[config.mk]
export PLATFORM = sky130hd
export DESIGN_NAME = mac_mem_bank
export DESIGN_NICKNAME = d
export VERILOG_FILES = /design/src/rtl/mac_mem_bank.sv
export SDC_FILE = /design/constraint.sdc
export NUM_CORES = 2
export LEC_CHECK = 0
export ABC_AREA = 1
export CAP_MARGIN = 20
export CORE_MARGIN = 10
export CORE_UTILIZATION = 35
export DETAILED_ROUTE_END_ITERATION = 12
export PLACE_DENSITY = 0.64
export SYNTH_ARGS = -nofsm -noshare
export SYNTH_HDL_FRONTEND = slang
export SYNTH_SLANG_ARGS = --single-unit
[constraint.sdc]
create_clock -name clk -period 5.1 [get_ports clk]
set_clock_uncertainty 0.2 [all_clocks]
set_input_delay 1.02 -clock clk [delete_from_list [all_inputs] [get_ports clk]]
set_output_delay 1.02 -clock clk [all_outputs]
set_load 0.02 [all_outputs]
[src/rtl/mac_mem_bank.sv]
// Operand/result store for the MAC engine: A (MxK), B (KxN), C (MxN), each with one write and one read port.
// Reads are registered (1 cycle, read-first); C writes arriving while the clear engine runs are dropped.
module mac_mem_bank #(
  parameter int M      = 4,
  parameter int K      = 4,
  parameter int N      = 4,
  parameter int DW_IN  = 32,
  parameter int DW_OUT = 2*DW_IN+$clog2(K)
) (
  input  logic                  clk,
  input  logic                  resetn,
  input  logic                  a_we,
  input  logic [$clog2(M)-1:0]  a_wrow,
  input  logic [$clog2(K)-1:0]  a_wcol,
  input  logic [DW_IN-1:0]      a_wdata,
  input  logic                  a_re,
  input  logic [$clog2(M)-1:0]  a_rrow,
  input  logic [$clog2(K)-1:0]  a_rcol,
  output logic [DW_IN-1:0]      a_rdata,
  output logic                  a_rvalid,
  input  logic                  b_we,
  input  logic [$clog2(K)-1:0]  b_wrow,
  input  logic [$clog2(N)-1:0]  b_wcol,
  input  logic [DW_IN-1:0]      b_wdata,
  input  logic                  b_re,
  input  logic [$clog2(K)-1:0]  b_rrow,
  input  logic [$clog2(N)-1:0]  b_rcol,
  output logic [DW_IN-1:0]      b_rdata,
  output logic                  b_rvalid,
  input  logic                  c_we,
  input  logic                  c_acc,
  input  logic [$clog2(M)-1:0]  c_wrow,
  input  logic [$clog2(N)-1:0]  c_wcol,
  input  logic [DW_OUT-1:0]     c_wdata,
  input  logic                  c_re,
  input  logic [$clog2(M)-1:0]  c_rrow,
  input  logic [$clog2(N)-1:0]  c_rcol,
  output logic [DW_OUT-1:0]     c_rdata,
  output logic                  c_rvalid,
  input  logic                  clr_start,
  output logic                  clr_busy,
  output logic                  clr_done,
  output logic                  c_wr_drop
);
  localparam int MW = $clog2(M);
  localparam int NW = $clog2(N);
  localparam logic [MW-1:0] ROW_LAST = MW'(M-1);
  localparam logic [NW-1:0] COL_LAST = NW'(N-1);

  typedef enum logic {IDLE, CLEAR} state_t;

  logic [DW_IN-1:0]  a_mem [M][K];
  logic [DW_IN-1:0]  b_mem [K][N];
  logic [DW_OUT-1:0] c_mem [M][N];

  state_t        state, state_nxt;
  logic [MW-1:0] clr_row;
  logic [NW-1:0] clr_col;
  logic          clr_last;

  logic a_wr_ok, a_rd_ok, b_wr_ok, b_rd_ok, c_wr_ok, c_rd_ok;

  // Out-of-range indices only exist for non-power-of-2 dimensions.
  assign a_wr_ok = a_we && (int'(a_wrow) < M) && (int'(a_wcol) < K);
  assign a_rd_ok = (int'(a_rrow) < M) && (int'(a_rcol) < K);
  assign b_wr_ok = b_we && (int'(b_wrow) < K) && (int'(b_wcol) < N);
  assign b_rd_ok = (int'(b_rrow) < K) && (int'(b_rcol) < N);
  assign c_wr_ok = c_we && !clr_busy && (int'(c_wrow) < M) && (int'(c_wcol) < N);
  assign c_rd_ok = (int'(c_rrow) < M) && (int'(c_rcol) < N);

  always_ff @(posedge clk) begin
    if (!resetn) begin
      state <= IDLE;
    end else begin
      state <= state_nxt;
    end
  end

  always_comb begin
    state_nxt = state;
    case (state)
      IDLE:    if (clr_start) state_nxt = CLEAR;
      CLEAR:   if (clr_last)  state_nxt = IDLE;
      default: state_nxt = IDLE;
    endcase
  end

  always_comb begin
    clr_busy = (state == CLEAR);
    clr_last = clr_busy && (clr_row == ROW_LAST) && (clr_col == COL_LAST);
  end

  always_ff @(posedge clk) begin
    if (!resetn) begin
      clr_row   <= '0;
      clr_col   <= '0;
      clr_done  <= 1'b0;
      c_wr_drop <= 1'b0;
    end else begin
      clr_done  <= clr_last;
      c_wr_drop <= c_we && clr_busy;
      if (state == IDLE && clr_start) begin
        clr_row <= '0;
        clr_col <= '0;
      end else if (clr_busy) begin
        if (clr_col == COL_LAST) begin
          clr_col <= '0;
          clr_row <= clr_row + 1'b1;
        end else begin
          clr_col <= clr_col + 1'b1;
        end
      end
    end
  end

  always_ff @(posedge clk) begin
    if (!resetn) begin
      for (int i = 0; i < M; i++)
        for (int j = 0; j < K; j++)
          a_mem[i][j] <= '0;
      a_rdata  <= '0;
      a_rvalid <= 1'b0;
    end else begin
      if (a_wr_ok) a_mem[a_wrow][a_wcol] <= a_wdata;
      a_rvalid <= a_re;
      a_rdata  <= (a_re && a_rd_ok) ? a_mem[a_rrow][a_rcol] : '0;
    end
  end

  always_ff @(posedge clk) begin
    if (!resetn) begin
      for (int i = 0; i < K; i++)
        for (int j = 0; j < N; j++)
          b_mem[i][j] <= '0;
      b_rdata  <= '0;
      b_rvalid <= 1'b0;
    end else begin
      if (b_wr_ok) b_mem[b_wrow][b_wcol] <= b_wdata;
      b_rvalid <= b_re;
      b_rdata  <= (b_re && b_rd_ok) ? b_mem[b_rrow][b_rcol] : '0;
    end
  end

  // The clear engine owns the C write port while busy; accumulation wraps modulo 2^DW_OUT.
  always_ff @(posedge clk) begin
    if (!resetn) begin
      for (int i = 0; i < M; i++)
        for (int j = 0; j < N; j++)
          c_mem[i][j] <= '0;
      c_rdata  <= '0;
      c_rvalid <= 1'b0;
    end else begin
      if (clr_busy) begin
        c_mem[clr_row][clr_col] <= '0;
      end else if (c_wr_ok) begin
        c_mem[c_wrow][c_wcol] <= c_acc ? (c_mem[c_wrow][c_wcol] + c_wdata) : c_wdata;
      end
      c_rvalid <= c_re;
      c_rdata  <= (c_re && c_rd_ok) ? c_mem[c_rrow][c_rcol] : '0;
    end
  end

endmodule

# == Yosys cells after proc, flatten, opt, wreduce, memory -nomap -nowiden ==
# Memory sizes are Yosys's and may differ from the RTL's.
# Index checks and enable logic that the tools add are counted.
# word_totals
ff_bits,140
latch_bits,0
ram_bits,2080
romBits,0
input_bits,164
word_cells,109
mem_count,3
# classes
addsub,3
n_mul,0
div,0
magnitude_cmp,11
eq_ne,2
shift,0
muxes,51
bitwise,9
reduce_logical,19
# mem_list
name,words,word_bits,rd,rd_ports_with_merged_regs,write_ports,line,text
c_mem,4,264,2,0,4,54,logic [DW_OUT-1:0] c_mem [M][N];
a_mem,4,128,1,0,4,52,logic [DW_IN-1:0] a_mem [M][K];
b_mem,4,128,1,0,4,53,logic [DW_IN-1:0] b_mem [K][N];
# op_table
cell,count
two-way mux 264 bit,6
two-way mux 128 bit,6
OR reduction 264 bit,2
two-way mux 66 bit,7
binary-select mux 66 bit (select 2 bit),2
demux 66 bit (select 2 bit),2
OR reduction 128 bit,2
two-way mux 32 bit,6
binary-select mux 32 bit (select 2 bit),2
demux 32 bit (select 2 bit),2
adder 66 bit,1
>= comparator 3 bit (second input constant),7
NOT 2 -> 3 bit,7
< comparator 3 x 1 -> 1 bit (second input constant),4
two-way mux 1 bit,12
two-way mux 2 bit,5
logical AND 1 bit,9
AND reduction 2 bit,4
adder 2 x 1 -> 2 bit (second input constant),2
equality test 2 bit (second input constant),2
NOT 1 bit,2
case mux 1 bit (2 select lines),1
OR reduction 2 bit,1
logical NOT 1 bit,1

# == Logic depth before layout (Yosys ltp) ==
# depth
depth_word,9
ltp_mapped,28

# == Least setup slack after synthesis ==
# Ideal clock, no wire load.
# synth_path
kind,input -> register
startpoint,input port c_wrow[0]
endpoint,memory c_mem[2][18] (netlist name) (data pin)
setup_time_ps,266
arrival_time_ps,4395
required_ps,4634
setup_slack_ps,239
cell_stages,25
n_path_buf,5
cell_sequence,buf_2 inv_1 clkbuf_1 clkbuf_1 clkbuf_1 nor2_1 o21ai_0 nand2_1 nand4_1 ha_1 inv_1 fa_1 inv_1 nand3_1 nand2_1 nand2_1 nand2_1 nand2_1 nand2_1 nand2_1 nand2_1 xor2_1 o21ai_1 buf_2 nor2_1
# synth_rtl
item,line,text
start: declaration,32,"input logic [$clog2(M)-1:0] c_wrow,"
end: declaration,54,

==> summary.md <==
| Metric | Value |
|---|---|
| GRT Residual Overflow | 0 |
| Initial antenna violation count | 35 |
| EDFF count, synth | 2080 |
| Setup bufs post-CTS | 0 |
| Internal power | 32700 µW |
| CTS Hold Bufs | 0 |
| Met2 Resource Use GR | between 30% and 40% |
| Routed WL | just over 400000 µm |
| Sw Share | about 27% |
| I/O Pins | 300 |
| Slew headroom | 27.0% |
| GR Util met1 | about a third |
| Maximum root-to-sink buffer count | 4 |
| Share of the synthesized area in the top cell type | 57.3% |
| TNS Setup | 0 ps |
| Placed cell count | between 15000 and 20000 |
| Met3 Resource Use GR | approximately 5.4% |
| Die Span Y | approximately 580 µm |
| Inserted Clock Buffers | 240 |
| Post-synth top cells | nor2_1, edfxtp_1, o21ai_0 |
| Gr busiest metal | met2 |
| WL/cell | between 20 and 30 µm |
| Num rows | between 200 and 250 |
| Area Overhead vs Synth | 18.7% |
| CP endpoint kind | flip-flop |
| H-tree levels | 4 |
| Gr usage total | a little under a quarter |
| Layout cell share with drive strength beyond 1 | about a tenth |
| DRT Pass-1 Iters | 7 |
| Buffers on Ports | between 200 and 300 |
| Critical path class | primary input to flip-flop |
| Hpwl dp | between 200000 and 250000 µm |
| Die Footprint | approximately 330000 µm² |
| Max Cap Violations | 0 |
| CTS Root Cell | clkbuf_16 |
| Total Nets Final | 12500 |
| Peak VDD IR | about 0.33 mV |
| Outcome | finished, final reports clean |
| Syn Inst Count | ~12000 |
| Fmax | between 200 and 250 MHz |
| Synth Register Bits | between 2000 and 2500 |
| Setup violations, final | 0 |
| Worst hold path class | flip-flop to flip-flop |
| Die width | ~580 µm |
| Count of different cell masters after synthesis | 36 |
| Hold Vio Cnt, Final | 0 |
| First-pass GRT wire length | around 600000 µm |
| Clock network fraction of total power | between 30% and 40% |
| Pins Over Slew Limit | 0 |
| Largest net degree at the start of global routing | 143 |
| Clock transition at path regs | approximately 60 ps |
| DR iter-0 viols | 13300 |
| Most common cell in the netlist | nor2_1 |
| Post-CTS Resized | 0 |
| Number of fill cells in the layout | approximately 30000 |
| Post-synthesis async set-or-reset flop share | 0% |
| Worst-margin pin slew | ~1100 ps |
| Reg power frac | between 40% and 50% |
| Sink Count | 2220 |
| Final period util | ~97% |
| Synth Net Count | approximately 12000 |
| Final Wtd Congestion | slightly below 1 |
| Sw Pwr | 11900 µW |
| YS warnings | 0 |
| Data arrival, critical path | between 5000 and 6000 ps |
| Post-Synthesis Cell Area | 109000 µm² |
| Required @ worst endpoint | roughly 5400 ps |
| Initial Util | 35.2% |
| DRC Markers | 0 |
| Leakage | about 0.047 µW |
| Final Power | around 45000 µW |
| Pwr dens | roughly 340 nW/µm² |
| Post-synthesis sequential area ratio | 59.8% |
| Post-synth top area cell | edfxtp_1 |
| Vias/cell | 5.69 |
| CP Max Fanout | 20 |
| Logic pwr share | ~14% |
| Main flop type after synthesis | edfxtp_1 |
| Vias in the first global route | a little under 90000 |
| Synth Area per Inst | between 9 and 10 µm² |
| TritonCTS clock tree | built |
| Critical Path Source Type | primary input |
| Final ANT Viol Nets | 0 |
| Fin cells | 16600 |
| RSZ-0062 raised after global routing | false |
| Worst skew pair latency | between 900 and 1000 ps |
| Routed vias | 94300 |
| Minimum clock period | approximately 4900 ps |
| Core area | approximately 310000 µm² |
| Top cells by area, synth | edfxtp_1, nor2_1, o21ai_0 |
kinds of logic (layout without fill, tap and decap cells):
kind of cell | count (synthesis) | in the layout | share of synthesized area (%)
other | 0 | 15 | 0
xor gates and xnor gates | 25 | 25 | 0.201
and+or+nand+nor | 4569 | 4569 | 16.3
AOI/OAI and AO/OA | 3344 | 3344 | 16.8
adders and majority gates | 71 | 71 | 0.821
DFF | 2220 | 2220 | 59.8
buffers and inverters | 1716 | 2203 | 6.05
worst paths after layout:
path / startpoint / end / slack (ps) / cells after the start
setup / recovery: c_wcol[0] / c_mem[1][197]$_SDFFCE_PN0P_ / 160 / 21
hold / removal: clr_row[0]$_SDFFE_PP0P_ / clr_row[0]$_SDFFE_PP0P_ / 300 / 2
setup reg to reg: c_mem[1][94]$_SDFFCE_PN0P_ / c_mem[1][197]$_SDFFCE_PN0P_ / 620 / 21
hold reg to reg: clr_row[0]$_SDFFE_PP0P_ / clr_row[0]$_SDFFE_PP0P_ / 300 / 2
metal layers:
metal	share of wire, %	up-vias	wire length (µm)
li1	-	41800	-
met1	40	45100	165000
met2	43	6112	178000
met3	13	1146	51900
met4	4.6	44	19200
met5	0.065	-	270
power by group through the flow:
| stage | Clock (µW) | Combinational (µW) | Sequential, µW |
|---|---|---|---|
| after global routing | 18200 | 6660 | 21100 |
| after floorplan | 0 | 3040 | 21400 |
| after global placement | 0 | 6070 | 21400 |
| final | 17400 | 6240 | 21000 |
| after detailed placement | 0 | 6090 | 21400 |
| after CTS | 17500 | 6120 | 21000 |
metrics by stage:
| stage | util, % | hold slack (ps) | setup slack, ps | cell area [µm²] |
|---|---|---|---|---|
| after CTS | 41.8 | 297 | 339 | 129000 |
| after detailed placement | 39.3 | 289 | -526 | 122000 |
| after global routing | 41.8 | 338 | 82.3 | 129000 |
| after global placement | 39.3 | 277 | -600 | 122000 |
| after floorplan | - | 261 | 239 | 109000 |
| final | 41.8 | 297 | 163 | 129000 |
flip-flops by register name, indices dropped and copies added (netlist names), 2 cells and up:
register  count
c_mem      1056
a_rdata      32
a_mem       512
clr_row       2
c_rdata      66
b_rdata      32
clr_col       2
b_mem       512
cell usage in the layout, fill, tap and decap left out, types with 46 or more instances in the layout:
| master | netlist | final |
|---|---|---|
| a21oi_1 | 872 | 872 |
| clkdlybuf4s50_1 | 0 | 283 |
| o22ai_1 | 78 | 78 |
| o211ai_1 | 293 | 293 |
| o221ai_1 | 178 | 178 |
| clkbuf_1 | 834 | 60 |
| edfxtp_1 | 2080 | 2080 |
| nand2_2 | 0 | 46 |
| nand3_1 | 267 | 267 |
| clkbuf_16 | 0 | 241 |
| ha_1 | 70 | 70 |
| dfxtp_1 | 140 | 140 |
| buf_4 | 6 | 585 |
| buf_12 | 0 | 187 |
| o21ai_0 | 1879 | 1879 |
| nand4_1 | 85 | 85 |
| nor2_1 | 3243 | 3241 |
| nand2_1 | 940 | 861 |
| inv_1 | 699 | 688 |
worst max-delay path, cell delays in order:
cell             delay, ps
clkdlybuf4s50_1        550
inv_1                  110
nand2_1                130
inv_4                  100
buf_12                 190
nand2_1                100
nand4_1                440
ha_1                   520
buf_4                  120
nand2_1                 90
nor2_1                 290
nand2_1                210
nor2_1                 210
nand4_1                170
nand3_1                200
nand2_1                 90
nand3_1                 70
nand3_1                200
nand2_1                210
buf_12                 160
nor2_1                  50
area by class of cell:
type                       instances  area, µm²  area share [%]
clock inverter                   113       1140           0.884
antenna                           15       37.5          0.0290
multi-input combinational       8009      37600            29.0
clock buffer                     319       6500            5.02
timing repair buffer            1065      11100            8.57
inverter                         706       2690            2.08
tap                             4120       5150            3.98
sequential                      2220      65300            50.4
(Power assumes the default switching activity.)
